[config.mk]
export PLATFORM = sky130hd
export DESIGN_NAME = jump_ctrl_flat
export DESIGN_NICKNAME = d
export VERILOG_FILES = /design/src/rtl/jump_pkg.sv /design/src/rtl/jump_ctrl_if.sv /design/src/rtl/ret_stack.sv /design/src/rtl/jump_ctrl.sv /design/src/flat_wrapper.sv
export SDC_FILE = /design/constraint.sdc
export NUM_CORES = 1
export LEC_CHECK = 0
export ABC_AREA = 1
export BUFFER_PORTS_ARGS = -buffer_cell sky130_fd_sc_hd__buf_2
export CORE_AREA = 2 2 185 187
export CTS_BUF_LIST = sky130_fd_sc_hd__clkbuf_8
export CTS_CLUSTER_DIAMETER = 120
export DETAILED_ROUTE_END_ITERATION = 7
export DIE_AREA = 0 0 187 189
export GPL_TIMING_DRIVEN = 0
export PLACE_DENSITY = 0.5
export SYNTH_ARGS = -nofsm -noshare
export SYNTH_HDL_FRONTEND = slang
export SYNTH_SLANG_ARGS = --single-unit
export TNS_END_PERCENT = 10
[constraint.sdc]
create_clock -name clk -period 15.6 [get_ports clk]
set_input_delay 1.56 -clock clk [delete_from_list [all_inputs] [get_ports clk]]
set_output_delay 1.56 -clock clk [all_outputs]
set_load 0.005 [all_outputs]
[src/rtl/jump_pkg.sv]
// Shared definitions for the jump control stage: opcode encoding and default sizes.
package jump_pkg;

  localparam int DEF_D = 12;
  localparam int DEF_L = 4;
  localparam int DEF_S = 4;

  typedef enum logic [2:0] {
    JOP_NONE = 3'd0,
    JOP_JMP  = 3'd1,
    JOP_BEQ  = 3'd2,
    JOP_BNE  = 3'd3,
    JOP_CALL = 3'd4,
    JOP_RET  = 3'd5
  } jop_t;

endpackage

[src/rtl/jump_ctrl_if.sv]
// Decode-to-PC bus of the jump stage. The decode side drives the opcode, operands and
// LUT write port; the jump stage returns the jump request and the stack status.
interface jump_ctrl_if #(
  parameter int D = jump_pkg::DEF_D,
  parameter int L = jump_pkg::DEF_L,
  parameter int S = jump_pkg::DEF_S
);
  import jump_pkg::*;

  jop_t                 jop;
  logic [L-1:0]         lut_idx;
  logic                 zero;
  logic [D-1:0]         prog_ctr;
  logic                 lut_we;
  logic [L-1:0]         lut_waddr;
  logic [D-1:0]         lut_wdata;
  logic                 absjump_en;
  logic [D-1:0]         target;
  logic                 ras_ovf;
  logic                 ras_unf;
  logic [$clog2(S):0]   ras_depth;

  // No handshake: absjump_en/target are a same-cycle response, sampled by the PC on the next posedge.
  modport master (
    output jop, lut_idx, zero, prog_ctr, lut_we, lut_waddr, lut_wdata,
    input  absjump_en, target, ras_ovf, ras_unf, ras_depth
  );

  modport slave (
    input  jop, lut_idx, zero, prog_ctr, lut_we, lut_waddr, lut_wdata,
    output absjump_en, target, ras_ovf, ras_unf, ras_depth
  );

endinterface

[src/rtl/ret_stack.sv]
// Return-address stack. A push while full drops the value and a pop while empty is ignored.
module ret_stack #(
  parameter int D = 12,
  parameter int S = 4
) (
  input  logic                 clk,
  input  logic                 reset,
  input  logic                 push,
  input  logic                 pop,
  input  logic [D-1:0]         din,
  output logic [D-1:0]         dout,
  output logic [$clog2(S):0]   depth,
  output logic                 full,
  output logic                 empty
);

  localparam int AW = $clog2(S);

  logic [D-1:0]  mem [S];
  logic [AW:0]   sp;
  logic [AW:0]   sp_m1;

  assign sp_m1 = sp - 1'b1;
  assign full  = (sp == (AW+1)'(S));
  assign empty = (sp == '0);
  assign depth = sp;
  assign dout  = empty ? '0 : mem[sp_m1[AW-1:0]];

  always_ff @(posedge clk or posedge reset) begin
    if (reset) begin
      sp <= '0;
      for (int i = 0; i < S; i++) mem[i] <= '0;
    end else if (push && !full) begin
      mem[sp[AW-1:0]] <= din;
      sp              <= sp + 1'b1;
    end else if (pop && !empty) begin
      sp <= sp_m1;
    end
  end

endmodule

[src/rtl/jump_ctrl.sv]
// Jump control stage: decodes the jump class, picks a LUT or return-stack target and
// raises the PC's absolute-jump enable in the same cycle.
module jump_ctrl
  import jump_pkg::*;
#(
  parameter int D = DEF_D,
  parameter int L = DEF_L,
  parameter int S = DEF_S
) (
  input  logic       clk,
  input  logic       reset,
  jump_ctrl_if.slave bus
);

  logic [D-1:0]  lut [2**L];
  logic [D-1:0]  lut_rd;
  logic [D-1:0]  ret_addr;
  logic          st_full;
  logic          st_empty;
  logic          is_call;
  logic          is_ret;
  logic          ovf_q;
  logic          unf_q;
  logic          en_c;
  logic [D-1:0]  tgt_c;

  assign lut_rd  = lut[bus.lut_idx];
  assign is_call = (bus.jop == JOP_CALL);
  assign is_ret  = (bus.jop == JOP_RET);

  ret_stack #(.D(D), .S(S)) u_ret_stack (
    .clk   (clk),
    .reset (reset),
    .push  (is_call),
    .pop   (is_ret),
    .din   (bus.prog_ctr + 1'b1),
    .dout  (ret_addr),
    .depth (bus.ras_depth),
    .full  (st_full),
    .empty (st_empty)
  );

  // LUT reads see the pre-write value; a write lands on the edge.
  always_ff @(posedge clk or posedge reset) begin
    if (reset) begin
      for (int i = 0; i < 2**L; i++) lut[i] <= '0;
    end else if (bus.lut_we) begin
      lut[bus.lut_waddr] <= bus.lut_wdata;
    end
  end

  always_ff @(posedge clk or posedge reset) begin
    if (reset) begin
      ovf_q <= 1'b0;
      unf_q <= 1'b0;
    end else begin
      if (is_call && st_full) ovf_q <= 1'b1;
      if (is_ret && st_empty) unf_q <= 1'b1;
    end
  end

  always_comb begin
    en_c  = 1'b0;
    tgt_c = '0;
    case (bus.jop)
      JOP_JMP, JOP_CALL: begin
        en_c  = 1'b1;
        tgt_c = lut_rd;
      end
      JOP_BEQ: begin
        en_c  = bus.zero;
        tgt_c = lut_rd;
      end
      JOP_BNE: begin
        en_c  = ~bus.zero;
        tgt_c = lut_rd;
      end
      JOP_RET: begin
        en_c  = ~st_empty;
        tgt_c = st_empty ? '0 : ret_addr;
      end
      default: begin
        en_c  = 1'b0;
        tgt_c = '0;
      end
    endcase
  end

  assign bus.absjump_en = reset ? 1'b0 : en_c;
  assign bus.target     = reset ? '0 : tgt_c;
  assign bus.ras_ovf    = ovf_q;
  assign bus.ras_unf    = unf_q;

endmodule

[src/flat_wrapper.sv]
// flat-port wrapper written by rule: the top's interface ports become plain ports
module jump_ctrl_flat import jump_pkg::*;
#(
  parameter int D = DEF_D,
  parameter int L = DEF_L,
  parameter int S = DEF_S
)
  (clk, reset, bus_jop, bus_lut_idx, bus_zero, bus_prog_ctr, bus_lut_we, bus_lut_waddr, bus_lut_wdata, bus_absjump_en, bus_target, bus_ras_ovf, bus_ras_unf, bus_ras_depth);
  jump_ctrl_if #(.D(D), .L(L), .S(S)) bus_i ();
  input  logic clk;
  input  logic reset;
  input wire logic [$bits(bus_i.jop)-1:0] bus_jop;
  input wire logic [$bits(bus_i.lut_idx)-1:0] bus_lut_idx;
  input wire logic [$bits(bus_i.zero)-1:0] bus_zero;
  input wire logic [$bits(bus_i.prog_ctr)-1:0] bus_prog_ctr;
  input wire logic [$bits(bus_i.lut_we)-1:0] bus_lut_we;
  input wire logic [$bits(bus_i.lut_waddr)-1:0] bus_lut_waddr;
  input wire logic [$bits(bus_i.lut_wdata)-1:0] bus_lut_wdata;
  output wire logic [$bits(bus_i.absjump_en)-1:0] bus_absjump_en;
  output wire logic [$bits(bus_i.target)-1:0] bus_target;
  output wire logic [$bits(bus_i.ras_ovf)-1:0] bus_ras_ovf;
  output wire logic [$bits(bus_i.ras_unf)-1:0] bus_ras_unf;
  output wire logic [$bits(bus_i.ras_depth)-1:0] bus_ras_depth;
  assign bus_i.jop = bus_jop;
  assign bus_i.lut_idx = bus_lut_idx;
  assign bus_i.zero = bus_zero;
  assign bus_i.prog_ctr = bus_prog_ctr;
  assign bus_i.lut_we = bus_lut_we;
  assign bus_i.lut_waddr = bus_lut_waddr;
  assign bus_i.lut_wdata = bus_lut_wdata;
  assign bus_absjump_en = bus_i.absjump_en;
  assign bus_target = bus_i.target;
  assign bus_ras_ovf = bus_i.ras_ovf;
  assign bus_ras_unf = bus_i.ras_unf;
  assign bus_ras_depth = bus_i.ras_depth;
  jump_ctrl #(.D(D), .L(L), .S(S)) u_core (.clk(clk), .reset(reset), .bus(bus_i));
endmodule
== Word level (Yosys, flattened, before mapping) ==
Index checks and enable logic that the tools add are counted.

* Word-level logic and storage cells: 75
* Bits in registers: 245

* Equal/unequal tests: 6
* Add/subtract/negate cells: 3
* Bitwise operators: 6
* Reductions and logical operators: 12
* Order comparisons: 6
* Multiplexer cells: 19

{| class="wikitable"
|+ Operators by type and width
! cell !! count
|-
| bitwise mux 192 bit || 1
|-
| 2-to-1 mux 12 bit || 8
|-
| binary-select mux 12 bit (select 4 bit) || 1
|-
| bitwise mux 48 bit || 1
|-
| demux 12 bit (select 4 bit) || 1
|-
| binary-select mux 12 bit (select 2 bit) || 1
|-
| demux 12 bit (select 2 bit) || 1
|-
| case mux 12 bit (2 select lines) || 1
|-
| adder 12 x 1 -> 12 bit (second input constant) || 1
|-
| greater-or-equal comparator 5 bit (second input constant) || 2
|-
| NOT 4 -> 5 bit || 2
|-
| == test 3 bit (second input constant) || 3
|-
| == test 3 x 2 -> 1 bit (second input constant) || 2
|-
| greater-or-equal comparator 3 bit (second input constant) || 2
|-
| logical AND 1 bit || 6
|-
| 2-to-1 mux 3 bit || 2
|-
| NOT 2 -> 3 bit || 2
|-
| less-than comparator 5 x 1 -> 1 bit (second input constant) || 1
|-
| case mux 1 bit (4 select lines) || 1
|-
| OR reduction 4 bit || 1
|-
| adder 3 x 1 -> 3 bit (second input constant) || 1
|-
| == test 3 x 1 -> 1 bit (second input constant) || 1
|-
| zero test 3 bit || 1
|-
| less-than comparator 3 x 1 -> 1 bit (second input constant) || 1
|-
| other kinds (6) || 8
|}

== Longest topological paths before layout ==
Gate-level depths: netlist (run 1).

* Word-level depth: 8
* Mapped depth: 11

== Hierarchy ==
From an unflattened synthesis (run 1), not the netlist that was laid out.

* Cells, all modules: 1,676
* Area total of the unflattened synthesis: 12,595.8 µm²

{| class="wikitable"
|+ By module, submodules not included
! module !! times used !! area an instance (µm²) !! sequential area each (µm²) !! cells an instance
|-
| jump_ctrl || 1 || 9,798.1 || 4,854.7 || 1,343
|-
| ret_stack || 1 || 2,797.7 || 1,276.2 || 333
|}

== Worst setup path after synthesis (run 1) ==
Ideal clock, no wire load.

* Kind: input -> output
* Start point: in bus_lut_idx[0]
* End point: out bus_target[10]
* Arrival: 2,505 ps
* Stages: 10
* Slack: 11,535 ps
* Path buffers: 3
* Required time: 14,040 ps
* Cell sequence: buf_4 -> inv_2 -> buf_4 -> buf_4 -> nand2_1 -> nand3_1 -> nand3_1 -> nand3_1 -> nand3_1 -> a21oi_1

* Longest elaborated chain between the ends: 6

{| class="wikitable"
|+ Ends and longest elaborated chain
! what !! line !! source
|-
| start, declared || flat_wrapper.sv:13 || <nowiki>input wire logic [$bits(bus_i.lut_idx)-1:0] bus_lut_idx;</nowiki>
|-
| NOT 4 -> 5 bit (implied by the code) || jump_ctrl.sv:27 || <nowiki>assign lut_rd = lut[bus.lut_idx];</nowiki>
|-
| binary-select mux 12 bit (select 4 bit) || jump_ctrl.sv:27 ||
|-
| 2-to-1 mux 12 bit (implied by the code) (2 in series) || jump_ctrl.sv:27 ||
|-
| case mux 12 bit (2 select lines) || jump_ctrl.sv:65 || <nowiki>case (bus.jop)</nowiki>
|-
| 2-to-1 mux 12 bit || jump_ctrl.sv:90 || <nowiki>assign bus.target = reset ? '0 : tgt_c;</nowiki>
|-
| end, declared || flat_wrapper.sv:20 || <nowiki>output wire logic [$bits(bus_i.target)-1:0] bus_target;</nowiki>
|}

No other way between the ends. The select of a mux whose other input is x is not followed.

== Worst setup path after layout (run 1) ==
* Start point: in bus_lut_idx[2]
* End point: out bus_target[5]

Same word-level chain as after synthesis.

==> impl_metrics.env, run 1 <==
export IMPL_ys_types=30
export IMPL_io_pins=57
export IMPL_grt_max_degree=112
export IMPL_cts_repair_resized=0
export IMPL_hpwl_mm=27.9
export IMPL_drc_errors=0
export IMPL_synthTopCellsByCount="456 x nand2_1, 245 x dfrtp_1, 199 x nand3_1, 188 x o21ai_0, 86 x nor2_1"
export IMPL_post_cts_buffers=0
export IMPL_ys_seq_area_frac=0.533
export IMPL_syn_area_um2=11500
export IMPL_setup_ws_ps=10410
export IMPL_std_cell_rows=67
export IMPL_final_seq_area_um2=6130
export IMPL_root_buffer="clkbuf_8"
export IMPL_syn_inst=1445
export IMPL_cellPowerDensity_nw_per_um2=149
export IMPL_fin_crit_ps=5190
export IMPL_dr_total_vias=10400
export IMPL_tightest_slew_ps=1130
export IMPL_status="finished clean"
export IMPL_clk_pin_slew_worst_paths_ps=50
export IMPL_port_buffers=53
export IMPL_syn_avg_cell_area_um2=7.97
export IMPL_start_util=0.346
export IMPL_reg2reg_to="u_core.u_ret_stack.mem[41]"
export IMPL_wl_per_cell_um=19.7
export IMPL_cts_htree_levels=2
export IMPL_drv_cap=0
export IMPL_clockBufferDepth=3
export IMPL_synth_ff_type="dfrtp_1"
export IMPL_crit_path_start_kind="primary input"
export IMPL_diodes=0
export IMPL_worstPathCellList="clkbuf_1 > clkbuf_1 > nand3_1 > nand3_1 > nand3_1 > a21oi_1 > buf_2"
export IMPL_placed_area_um2=12400
export IMPL_hold_end="u_core.bus.ras_unf"
export IMPL_timing_critical_path_to_type="output pin"
export IMPL_synthArstFlopShare=1.00
export IMPL_max_freq_mhz=193
export IMPL_via_per_inst=5.12
export IMPL_irDropWorstVdd_uv=77.7
export IMPL_synth_nets=1490
export IMPL_finish_utilization=0.399
export IMPL_gp_congestion=0.914
export IMPL_finalWirelength_mm=40.0
export IMPL_crit_type="primary input to output pin"
export IMPL_instances_no_fill=2030
export IMPL_overflow=0
export IMPL_hold_viol_final=0
export IMPL_max_slew_margin=0.246
export IMPL_grt_pass1_wl_mm=61.0
export IMPL_ys_top_cells_by_area="dfrtp_1 53%, nand2_1 15%, nand3_1 8.7%"
export IMPL_cts_tree="yes"
export IMPL_rr_worst_depth=11
export IMPL_post_route_period_util=0.332
export IMPL_setup_tns_ps=0
export IMPL_postRouteAntennaNets=0
export IMPL_firstDrtPassIters=5
export IMPL_slowest_delay_ps=570
export IMPL_synth_top_area_frac=0.533
export IMPL_multi_input_area_um2=4720
export IMPL_dp_slack_ps=10490
export IMPL_fp_coreArea_um2=33300
export IMPL_die_x_um=187
export IMPL_grt_pass1_vias=9946
export IMPL_grtUsageTotal=0.227
export IMPL_p_leak_nw=6.36
export IMPL_ctsHoldBuffers=0
export IMPL_rsz0062_at_grt="no"
export IMPL_reg2reg_from="u_core.u_ret_stack.depth[0]"
export IMPL_synth_edf_count=0
export IMPL_crit_slowest_cell="clkbuf_1"
export IMPL_num_fill_cells=3502
export IMPL_area_delta_synth_final_pct=15.2
export IMPL_drt_iter0_drc=1011
export IMPL_dp_cells=1948
export IMPL_power_total_mw=1.97
export IMPL_cpMostUsedCell="nand3_1"
export IMPL_rrSetupSlack_ps=12970
export IMPL_final_area_um2=13300
export IMPL_clock_sinks=245
export IMPL_finClkSkew_ps=8.41
export IMPL_critPathArrivalTime_ps=3630
export IMPL_clock_latency_ps=570
export IMPL_setup_viol=0
export IMPL_maxSlewViolCount=0
export IMPL_whs_path_depth=1
export IMPL_hp_start="u_core.bus.ras_unf"
export IMPL_synth_most_common_cell="nand2_1"
export IMPL_numCtsBuffers=45
export IMPL_hold_ws_ps=463
export IMPL_critPathRequiredTime_ps=14040
export IMPL_ys_ff_latch=245
export IMPL_yosys_area_top_type="dfrtp_1"
export IMPL_drive_gt1_frac=0.113
export IMPL_hold_class="register to register"
export IMPL_final_nets=1592
export IMPL_antenna_found_initial=2
export IMPL_yosysWarnings=0
export IMPL_die_area_um2=35300
export IMPL_die_h_um=189
export IMPL_path_max_fanout=10
## report_power, final
| group | internal, mW | switching (mW) |
|---|---|---|
| clock | 0.316 | 0.281 |
| combinational | 0.173 | 0.302 |
| sequential | 0.807 | 0.0954 |
| total | 1.30 | 0.678 |
## cells by family (layout without fill, tap and decap cells)
| group | after synthesis | count (layout) | share of synthesized area |
|---|---|---|---|
| buffers and inverters | 151 | 288 | 0.0573 |
| adder cells (fa/ha/maj) | 6 | 6 | 0.00652 |
| flip-flops | 245 | 245 | 0.533 |
| AO/OA/AOI/OAI | 283 | 283 | 0.126 |
| XOR/XNOR | 6 | 6 | 0.00457 |
| AND/OR/NAND/NOR | 754 | 754 | 0.273 |
## cells in the final DEF, fill, tap and decap left out
cell        instances
nand2_1           456
dfrtp_1           245
nand3_1           199
o21ai_0           188
buf_2              91
nor2_1             86
a21oi_1            81
inv_1              73
clkbuf_8           55
clkbuf_1           44
buf_4              10
o22ai_1             8
ha_1                6
nor2_2              5
buf_1               5
xor2_1              4
inv_2               3
nor3_4              2
xnor2_1             2
o21bai_1            2
clkinv_2            2
buf_16              2
nand4_1             1
inv_8               1
a31oi_1             1
a21oi_4             1
nand2_2             1
nor3_2              1
nor3_1              1
nand3_2             1
a21o_1              1
o211ai_1            1
nor2_4              1
buf_6               1
clkinvlp_4          1
## worst max-delay path, delay by kind of cell
kind            cells  cell delay (ps)
compound gates      1              230
buf+inv             3             1190
simple gates        3              620
## layout make-up
cell class	count	area share
sequential	245	0.462
multi-input combinational	1049	0.356
clock buffer	55	0.0571
tap	448	0.0423
buffer	98	0.0347
timing repair buffer	55	0.0242
inverter	53	0.0156
clock inverter	27	0.00811
## sequential cells by signal (all words and copies together), names as in the netlist
| name | cells |
|---|---|
| u_core.u_ret_stack.mem | 48 |
| u_core.bus.ras_ovf | 1 |
| u_core.lut | 192 |
| u_core.u_ret_stack.depth | 3 |
| u_core.bus.ras_unf | 1 |
## routing by layer
layer	routed length [um]	share of wire	GRT usage	vias to the layer above
met4	1070	0.027	0.0726	0
met5	0	0	0	-
met3	2690	0.067	0.0449	70
met2	18000	0.45	0.350	332
li1	-	-	-	4950
met1	18300	0.46	0.322	5047
## worst max-delay path by stage
stage	startpoint	to	slack, ps	cells past startpoint
floorplan	reset	u_core.bus.ras_ovf	7130	2
global placement	reset	u_core.lut[150]	3580	3
detailed placement	bus_lut_idx[2]	bus_target[5]	10490	7
CTS	bus_lut_idx[2]	bus_target[5]	10490	7
global route	u_core.u_ret_stack.depth[0]	bus_target[9]	10280	10
finish	bus_lut_idx[2]	bus_target[5]	10410	7
Power figures use the tool's default switching activity.
==> run 2, diff against run 1 <==
ABC_AREA = 0   (was 1)
clock period = 5.25 ns   (was 15.6 ns; I/O delays follow)
==> run 2 against run 1 <==
Compared with the run above:
- final area up 1.4%
- synthesized cell count shrank 45%
- clock power rose to 3.1 times the previous value
- sequential share of layout area is 0.63 points lower
- total power grew to 3.1 times the previous value
- register-to-register slack got worse by 10000 ps
- combinational power increased to 3.1 times the previous value
- non-clock buffer count fell by 36
- global-route usage shrank 5.6 points
- core utilization up 0.55 points
- highest routed layer unchanged
==> impl_metrics.env, run 2 <==
export IMPL_cts_tree="yes"
export IMPL_setup_viol=0
export IMPL_largest_reg_flops=192
export IMPL_post_cts_buffers=0
export IMPL_ys_ff_latch=245
export IMPL_syn_area_um2=11500
export IMPL_finalWirelength_mm=29.4
export IMPL_postRouteAntennaNets=0
export IMPL_clock_latency_ps=550
export IMPL_via_per_inst=5.07
export IMPL_hold_class="primary input to async pin"
export IMPL_p_leak_nw=5.88
export IMPL_std_cell_rows=67
export IMPL_drv_cap=0
export IMPL_hpwl_mm=19.8
export IMPL_grt_pass1_vias=7340
export IMPL_yosysWarnings=0
export IMPL_clk_pin_slew_worst_paths_ps=60
export IMPL_synth_nets=837
export IMPL_timing_critical_path_to_type="output pin"
export IMPL_crit_slowest_cell="clkbuf_1"
export IMPL_root_buffer="clkbuf_8"
export IMPL_grt_max_degree=41
export IMPL_drc_errors=0
export IMPL_die_h_um=189
export IMPL_synth_ff_type="dfrtp_1"
export IMPL_cts_htree_levels=2
export IMPL_port_buffers=53
export IMPL_irDropWorstVdd_uv=174
export IMPL_clock_sinks=245
export IMPL_grt_pass1_wl_mm=45.9
export IMPL_maxSlewViolCount=0
export IMPL_hold_viol_final=0
export IMPL_cp_top_family="buffers and inverters"
export IMPL_max_slew_margin=0.467
export IMPL_dr_total_vias=6987
export IMPL_ys_top_cells_by_area="dfrtp_1 53%, mux2_2 19%, mux4_2 11%"
export IMPL_max_freq_mhz=242
export IMPL_critPathRequiredTime_ps=4720
export IMPL_synthTopCellsByCount="245 x dfrtp_1, 193 x mux2_2, 56 x nand2_1, 55 x mux4_2, 34 x o21ai_0"
export IMPL_worstPathCellList="buf_4 > inv_1 > ha_1 > clkbuf_1 > mux4_2 > inv_1 > o221ai_2 > buf_2"
export IMPL_syn_avg_cell_area_um2=14.5
export IMPL_yosys_area_top_type="dfrtp_1"
export IMPL_grtUsageTotal=0.171
export IMPL_die_x_um=187
export IMPL_placed_area_um2=12500
export IMPL_ys_types=44
export IMPL_final_cell_mix="245 x dfrtp_1, 193 x mux2_2, 74 x buf_2"
export IMPL_syn_inst=792
export IMPL_area_delta_synth_final_pct=17.1
export IMPL_synth_top_area_frac=0.534
export IMPL_synth_most_common_cell="dfrtp_1"
export IMPL_finClkSkew_ps=9.86
export IMPL_cp_num_buf_inv=5
export IMPL_cellPowerDensity_nw_per_um2=450
export IMPL_post_route_period_util=0.786
export IMPL_tightest_slew_ps=798
export IMPL_grt_busiest_layer="met2"
export IMPL_clockBufferDepth=3
export IMPL_slowest_delay_ps=590
export IMPL_wl_per_cell_um=21.3
export IMPL_crit_type="register to output pin"
export IMPL_cpMostUsedCell="inv_1"
export IMPL_cts_repair_resized=0
export IMPL_drt_iter0_drc=371
export IMPL_fin_crit_ps=4130
export IMPL_fp_coreArea_um2=33300
export IMPL_gp_congestion=0.744
export IMPL_path_max_fanout=10
export IMPL_grtUsageMet1=0.241
export IMPL_io_pins=57
export IMPL_numCtsBuffers=44
export IMPL_synthArstFlopShare=1.00
export IMPL_met3_usage=0.0280
export IMPL_critPathArrivalTime_ps=3600
export IMPL_setup_tns_ps=0
export IMPL_die_area_um2=35300
export IMPL_top_register="u_core.lut"
export IMPL_status="finished clean"
export IMPL_start_util=0.345
export IMPL_met2_usage=0.280
export IMPL_rsz0062_at_grt="no"
export IMPL_overflow=0
export IMPL_drive_gt1_frac=0.466
export IMPL_crit_path_start_kind="register"
export IMPL_final_area_um2=13400
export IMPL_ctsHoldBuffers=0
export IMPL_diodes=0
export IMPL_ys_seq_area_frac=0.534
export IMPL_antenna_found_initial=0
export IMPL_synth_edf_count=0
export IMPL_final_nets=943
export IMPL_layout_commonest_cell="dfrtp_1"
export IMPL_firstDrtPassIters=4
-- run 2: cell count changes after synthesis, moves of 11 or more --
cell	previous run	this run
a21oi_1	81	2
buf_2	38	22
clkbuf_1	44	20
inv_1	50	16
mux2_2	0	193
mux2i_1	0	12
mux4_2	0	55
nand2_1	456	56
nand2b_1	0	11
nand3_1	199	9
nor2_1	86	10
o21ai_0	188	34
o21ai_1	0	11
-- run 2: path summary, 6_finish.rpt --
check | from | slack [ps] | cells after the start | endpoint
max reg2reg | u_core.u_ret_stack.depth[0] | 2750 | 6 | u_core.u_ret_stack.depth[1]
max | u_core.u_ret_stack.depth[0] | 1120 | 8 | bus_target[9]
max in group asynchronous | reset | 3960 | 5 | u_core.lut[13]
min | reset | 170 | 2 | u_core.lut[138]
min reg2reg | u_core.u_ret_stack.mem[29] | 470 | 2 | u_core.u_ret_stack.mem[29]
min in group clk | bus_prog_ctr[0] | 240 | 2 | u_core.u_ret_stack.mem[36]
-- run 2: power breakdown --
group / leakage [nW] / internal, mW / switching, mW
registers: 3.02 / 2.43 / 0.273
logic: 2.33 / 0.792 / 0.686
clock network: 0.526 / 1.07 / 0.791
total: 5.88 / 4.30 / 1.75
-- run 2: area by class of cell --
cell class | instances | area, um2
Clock inverter | 13 | 60.1
Clock buffer | 64 | 881
Multi-Input combinational cell | 474 | 5010
Sequential cell | 245 | 6130
Fill cell | 3216 | 19800
Tap cell | 448 | 561
Buffer | 57 | 332
Inverter | 16 | 63.8
Timing Repair Buffer | 60 | 405
-- run 2: per-stage QoR --
stage / hold WS (ps) / total power, mW / worst slack (ps) / utilization / instances
final: 170 / 6.05 / 1120 / 0.404 / 1377
after global routing: 197 / 6.41 / 988 / 0.404 / 1377
after CTS: 163 / 6.13 / 1120 / 0.404 / 1377
after detailed placement: 465 / 4.23 / 1700 / 0.376 / 1300
after global placement: 459 / 4.18 / -3400 / 0.372 / 1293
after floorplan: 445 / 3.75 / -320 / - / 792
-- run 2: cells by family (layout without fill, tap and decap cells) --
kind of cell | after synthesis | count (layout) | synth area share
multiplexers | 274 | 274 | 0.329
flip-flops | 245 | 245 | 0.534
AND/OR/NAND/NOR | 108 | 108 | 0.0456
AO/OA/AOI/OAI | 74 | 74 | 0.0423
buffers and inverters | 73 | 210 | 0.0336
XOR/XNOR | 12 | 12 | 0.00915
adder cells (fa/ha/maj) | 6 | 6 | 0.00654
-- run 2: routing by layer --
metal / routed length (um) / vias to the layer above
li1: - / 3131
met1: 13800 / 3679
met2: 14100 / 135
met3: 1020 / 42
met4: 440 / 0
met5: 0 / -
